===== src/rtl/pa_fpu_pkg.sv =====
// Shared FPU package: state encodings and small helpers used across FPU datapath blocks.
package pa_fpu;

  // Sequential restoring divider states (prefixed DIV_ to stay clear of e_div_st members).
  typedef enum logic [1:0] {
    DIV_IDLE = 2'd0,
    DIV_LOAD = 2'd1,
    DIV_ITER = 2'd2,
    DIV_DONE = 2'd3
  } e_sdiv_st;

  // Bits needed to hold an iteration count from 0 up to n inclusive.
  function automatic int sdiv_cnt_w(input int n);
    return $clog2(n + 1);
  endfunction

endpackage


===== src/rtl/seq_divider_div_step.sv =====
// One restoring-division step: shift in the next dividend bit, trial-subtract, select.
// Purely combinational; relies on the incoming partial remainder being below the divisor.
module div_step #(
  parameter int WIDTH = 24
) (
  input  logic [WIDTH-1:0] rem,
  input  logic             shift_in,
  input  logic [WIDTH-1:0] divisor,
  output logic [WIDTH-1:0] rem_next,
  output logic             q_bit
);

  logic [WIDTH:0] shifted;
  logic [WIDTH:0] diff;

  // With rem < divisor the WIDTH+1-bit difference's MSB is a reliable borrow flag.
  always_comb begin
    shifted  = {rem, shift_in};
    diff     = shifted - {1'b0, divisor};
    q_bit    = ~diff[WIDTH];
    rem_next = q_bit ? diff[WIDTH-1:0] : shifted[WIDTH-1:0];
  end

endmodule


===== src/rtl/seq_divider.sv =====
// Unsigned sequential divider, quotient = (dividend << FRAC_BITS) / divisor; valid N+2 edges after start (2 on /0).
// No queueing: start honoured only while ready; result held until ack. SEQ_DIV_STICKY_EN adds the sticky port.
module seq_divider
  import pa_fpu::*;
#(
  parameter int WIDTH     = 24,
  parameter int FRAC_BITS = 0
) (
  input  logic                       clk,
  input  logic                       rst,
  input  logic                       start,
  input  logic [WIDTH-1:0]           dividend,
  input  logic [WIDTH-1:0]           divisor,
  output logic                       ready,
  output logic [WIDTH+FRAC_BITS-1:0] quotient,
  output logic [WIDTH-1:0]           remainder,
  output logic                       div_zero,
  output logic                       valid,
  input  logic                       ack
`ifdef SEQ_DIV_STICKY_EN
  ,
  output logic                       sticky
`endif
);

  localparam int N  = WIDTH + FRAC_BITS;
  localparam int CW = sdiv_cnt_w(N);

  e_sdiv_st         state;
  logic [WIDTH-1:0] dvd_r;
  logic [WIDTH-1:0] dsr_r;
  logic [WIDTH-1:0] rem_r;
  logic [N-1:0]     sr_r;
  logic [CW-1:0]    cnt_r;
  logic             dz_r;

  logic [WIDTH-1:0] step_rem;
  logic             step_q;

  div_step #(.WIDTH(WIDTH)) u_step (
    .rem      (rem_r),
    .shift_in (sr_r[N-1]),
    .divisor  (dsr_r),
    .rem_next (step_rem),
    .q_bit    (step_q)
  );

  always_ff @(posedge clk) begin
    if (rst) begin
      state     <= DIV_IDLE;
      ready     <= 1'b1;
      valid     <= 1'b0;
      quotient  <= '0;
      remainder <= '0;
      div_zero  <= 1'b0;
      cnt_r     <= '0;
      dvd_r     <= '0;
      dsr_r     <= '0;
      rem_r     <= '0;
      sr_r      <= '0;
      dz_r      <= 1'b0;
`ifdef SEQ_DIV_STICKY_EN
      sticky    <= 1'b0;
`endif
    end else begin
      case (state)
        DIV_IDLE: begin
          if (start) begin
            dvd_r <= dividend;
            dsr_r <= divisor;
            ready <= 1'b0;
            state <= DIV_LOAD;
          end
        end
        DIV_LOAD: begin
          cnt_r <= CW'(N);
          // Divide-by-zero skips iteration: all-ones quotient, dividend passed through as remainder.
          if (dsr_r == '0) begin
            dz_r  <= 1'b1;
            rem_r <= dvd_r;
            sr_r  <= '1;
            state <= DIV_DONE;
          end else begin
            dz_r  <= 1'b0;
            rem_r <= '0;
            sr_r  <= N'(dvd_r) << FRAC_BITS;
            state <= DIV_ITER;
          end
        end
        DIV_ITER: begin
          rem_r <= step_rem;
          sr_r  <= {sr_r[N-2:0], step_q};
          cnt_r <= cnt_r - 1'b1;
          if (cnt_r == CW'(1)) state <= DIV_DONE;
        end
        DIV_DONE: begin
          // First DONE cycle publishes the result; afterwards it is frozen until ack.
          if (!valid) begin
            valid     <= 1'b1;
            quotient  <= sr_r;
            remainder <= rem_r;
            div_zero  <= dz_r;
`ifdef SEQ_DIV_STICKY_EN
            sticky    <= (|rem_r) & ~dz_r;
`endif
          end else if (ack) begin
            valid <= 1'b0;
            ready <= 1'b1;
            state <= DIV_IDLE;
          end
        end
        default: state <= DIV_IDLE;
      endcase
    end
  end

endmodule


===== config.mk =====
export PLATFORM = sky130hd
export DESIGN_NAME = seq_divider
export DESIGN_NICKNAME = d
export VERILOG_FILES = /design/src/rtl/pa_fpu_pkg.sv /design/src/rtl/seq_divider_div_step.sv /design/src/rtl/seq_divider.sv
export SDC_FILE = /design/constraint.sdc
export NUM_CORES = 1
export LEC_CHECK = 0
export CAP_MARGIN = 5
export CORE_MARGIN = 2
export CORE_UTILIZATION = 45
export CTS_CLUSTER_DIAMETER = 100
export DETAILED_ROUTE_END_ITERATION = 6
export PLACE_DENSITY_LB_ADDON = 0.3
export SYNTH_ARGS = -nofsm -noshare
export SYNTH_HDL_FRONTEND = slang
export SYNTH_HIERARCHICAL = 1
export SYNTH_SLANG_ARGS = --single-unit

===== constraint.sdc =====
create_clock -name clk -period 6.44 [get_ports clk]
set_clock_uncertainty 0.1 [all_clocks]
set_input_delay 0.644 -clock clk [delete_from_list [all_inputs] [get_ports clk]]
set_output_delay 0.644 -clock clk [all_outputs]
set_load 0.02 [all_outputs]

==> metrics.cfg <==
[clocking]
ctsResizeCount=0
path_clk_slew_ps=70
clock_latency_ps=440
clockBufferDepth=2
cts_root_buf=clkbuf_16
numCtsBuffers=17
postCtsHoldBufs=0
htree_levels=4
postCtsSetupRepairBufs=0
clock_sinks=155
cts_tree=done

[setup_path]
crit_family=compound AO/OA/AOI/OAI gates
critPathLaunch=sr_r[23]$_SDFFE_PP0P_
worstPathArrival_ps=4060
cp_num_cells=13
reg2reg_to=rem_r[23]$_SDFFE_PP0P_
slowest_stage=xor2_4
slowest_delay_ps=870
r2r_cells=13
worstSetupPathType=flop to flop
path_buf_inv=2
critPathRequiredTime_ps=6620
timing.rr.start=sr_r[23]$_SDFFE_PP0P_
start_kind=flop
cp_cell_sequence=inv_1, ha_1, inv_1, fa_1, a211oi_1, o21bai_1, o211ai_2, and3_4, o311ai_4, xor2_4, mux2_2, a21oi_1, a21oi_1
cp-endpoint=rem_r[23]$_SDFFE_PP0P_
r2r_slack_ps=2560
cp_max_fo=24
worst_setup_path_end_kind=flop

[placement]
dp.cells=1269
pre_cts_slack_ps=2590
place_congestion=0.904
port_buffers=102
placed_area_sq_um=9010
hpwl_um=13500

[pwr]
power_density_nw_per_um2=425
total_power_mw=4.10
power.leakage_nw=3.51
p_switching_mw=1.62
p_comb_share_pct=44.4
p_sw_share_pct=39.6
power.ir.vdd_worst_mv=0.217
internal_power_mw=2.47
clock_power_share_pct=25.8
pwr-share-seq_pct=29.7

[sta]
fmax_ghz=0.258
slew_headroom_pct=27.5
tns_ps=0
fin_ws_ps=2560
rsz0062_at_grt=no
worst_pin_slew_ps=1090
finalMaxSlewViolations=0
setup_violations=0
hold_viol_final=0
fin_crit_sh_pct=60.2
period_needed_ps=3880

[synthesis]
synthArstFlopShare_pct=0
synth-main-ff-cell=dfxtp_1
syn_inst=1002
synth_seq_area_share_pct=39.1
ys_types=67
synth_edf_count=0
synth_seq_cells=155
syn_area_sq_um=7940
synth_fp_nets=1086
yosysWarnings=6
syn_area_per_cell_sq_um=7.93

[global_routing]
grt_max_degree=81
antenna_found_initial=0
grt_pass1_vias=6555
groute.usage.overall_pct=22.0
grt_pass1_wl_um=32600
gr-total-overflow=0

[routing]
drt_iter0_markers=487
via_per_inst=5.46
drt-pass1-iter-count=5
wl_met2_um=9650
drc_errors=0
final_antenna_net_count=0
wl_met1_um=9430
vias=7105
top_layer=met4
avgRoutedWirePerCell_um=15.7
wl_um=20400
wl_met3_um=914

[floorplanning]
initial_core_util_pct=45.9
dieArea_sq_um=18700
boundaryPins=103
fp.dieH_um=137
die_x_um=137
core_area_sq_um=17300
row_count=48

[layout]
final_cells=1301
stdcell_area_sq_um=9630
area_delta_synth_final_pct=21.2
fin_nets=1147
drive_gt1_share_pct=7.81
num_antenna_cells=0
num-fill-cells=1621

[flow_run]
cap_violations=0

[status]
status=finished, final reports clean

[hold_path]
hp-class=flop to flop

registers in the layout, indices dropped and copies added, names as in the netlist, 2 cells and up:
| name | flops |
|---|---|
| cnt_r | 5 |
| dsr_r | 24 |
| dvd_r | 24 |
| quotient | 24 |
| rem_r | 24 |
| remainder | 24 |
| sr_r | 24 |
| state | 2 |
worst register-to-register path: cells and delay by family, from the launching register on:
family | cells | cell delay [ps]
compound gates | 6 | 1240
xor+xnor | 1 | 870
fa+ha+maj | 2 | 410
buf+inv | 2 | 130
flops | 1 | 350
mux | 1 | 420
simple gates | 1 | 210
cell families (layout without fill, tap and decap cells):
group                      count (synthesis)  count (layout)  synth area share [%]
AOI/OAI and AO/OA                        280             280                  19.6
xor gates and xnor gates                  17              17                  2.11
adders and majority gates                 32              32                  5.14
buffers and inverters                    107             181                  5.67
DFF                                      155             155                  39.1
muxes                                     51              51                  7.64
and+or+nand+nor                          360             360                  20.7
Yosys cell counts (all sizes together) (3+ instances only):
cell / n / area (sq um)
mux2: 23 / 327
or2: 3 / 18.8
o21ai: 41 / 205
dfxtp: 155 / 3100
nor4: 4 / 25.0
and2: 6 / 37.5
xor2: 7 / 80.1
nor2b: 27 / 169
buf: 17 / 113
a21oi: 194 / 971
ha: 31 / 388
nor2: 17 / 71.3
nand4: 25 / 163
a31oi: 5 / 31.3
a21o: 5 / 38.8
clkbuf: 50 / 188
and3: 3 / 23.8
o21bai: 3 / 22.5
nand3: 13 / 70.1
xnor2: 10 / 87.6
or3: 4 / 25.0
nor3: 5 / 30.0
o31ai: 4 / 35.0
mux2i: 28 / 280
a21boi: 4 / 33.8
o211ai: 4 / 35.0
nand2: 235 / 882
o22ai: 3 / 18.8
nand2b: 8 / 50.1
inv: 39 / 146
routing by layer:
metal	up-vias	global-route usage, %
met1	3331	29.1
met4	0	7.90
met5	-	0
met3	29	3.67
met2	180	36.2
li1	3565	-
per-stage QoR:
stage / hold WS [ps] / utilization, %
2_1_floorplan: 330 / -
3_3_place_gp: 341 / 52.1
3_5_place_dp: 346 / 52.1
4_1_cts: 355 / 55.7
5_1_grt: 372 / 55.7
6_report: 352 / 55.7
how the worst min path moves through the flow:
| stage | cells after the start | slack (ps) | start | end |
|---|---|---|---|---|
| floorplan | 2 | 330 | cnt_r[4]$_SDFFE_PP0P_ | cnt_r[4]$_SDFFE_PP0P_ |
| finish | 2 | 350 | quotient[14]$_SDFFE_PP0P_ | quotient[14]$_SDFFE_PP0P_ |
| global route | 2 | 370 | quotient[18]$_SDFFE_PP0P_ | quotient[18]$_SDFFE_PP0P_ |
| CTS | 2 | 350 | quotient[14]$_SDFFE_PP0P_ | quotient[14]$_SDFFE_PP0P_ |
| global placement | 2 | 340 | remainder[18]$_SDFFE_PP0P_ | remainder[18]$_SDFFE_PP0P_ |
| detailed placement | 2 | 350 | quotient[14]$_SDFFE_PP0P_ | quotient[14]$_SDFFE_PP0P_ |
power by group through the flow:
| stage | clock network (mW) | logic [mW] | registers (mW) |
|---|---|---|---|
| final | 1.06 | 1.82 | 1.22 |
| after floorplan | 0 | 1.47 | 1.21 |
| after CTS | 1.07 | 1.80 | 1.22 |
| after detailed placement | 0 | 1.79 | 1.24 |
| after global routing | 1.12 | 1.99 | 1.24 |
| after global placement | 0 | 1.76 | 1.24 |
final cells by class:
class                   count  area (sq um)  share of cell area, %
inverters                  40           150                   1.56
multi-input cells         740          4400                   45.7
flip-flops and latches    155          3100                   32.2
well taps                 225           282                   2.92
repair buffers            109          1070                   11.1
clock inverters            14           181                   1.88
clock buffers              18           439                   4.56
layout by cell type, fill, tap and decap left out, types with 5 or more instances in the layout:
| master | netlist | routed |
|---|---|---|
| xor2_1 | 6 | 6 |
| nor2b_1 | 27 | 26 |
| mux2i_1 | 28 | 28 |
| clkdlybuf4s50_1 | 0 | 101 |
| nor2_1 | 16 | 16 |
| buf_4 | 1 | 8 |
| a21oi_1 | 194 | 194 |
| and2_1 | 6 | 5 |
| xnor2_1 | 10 | 10 |
| nand4_1 | 24 | 24 |
| a31oi_1 | 5 | 5 |
| inv_1 | 38 | 38 |
| mux2_2 | 5 | 5 |
| nand2b_1 | 8 | 7 |
| nand3_1 | 12 | 12 |
| clkbuf_16 | 0 | 17 |
| dfxtp_1 | 155 | 155 |
| mux2_4 | 18 | 18 |
| o21ai_0 | 41 | 41 |
| ha_1 | 31 | 30 |
| nand2_1 | 235 | 235 |
No activity file was read; power rests on OpenSTA's default activity.
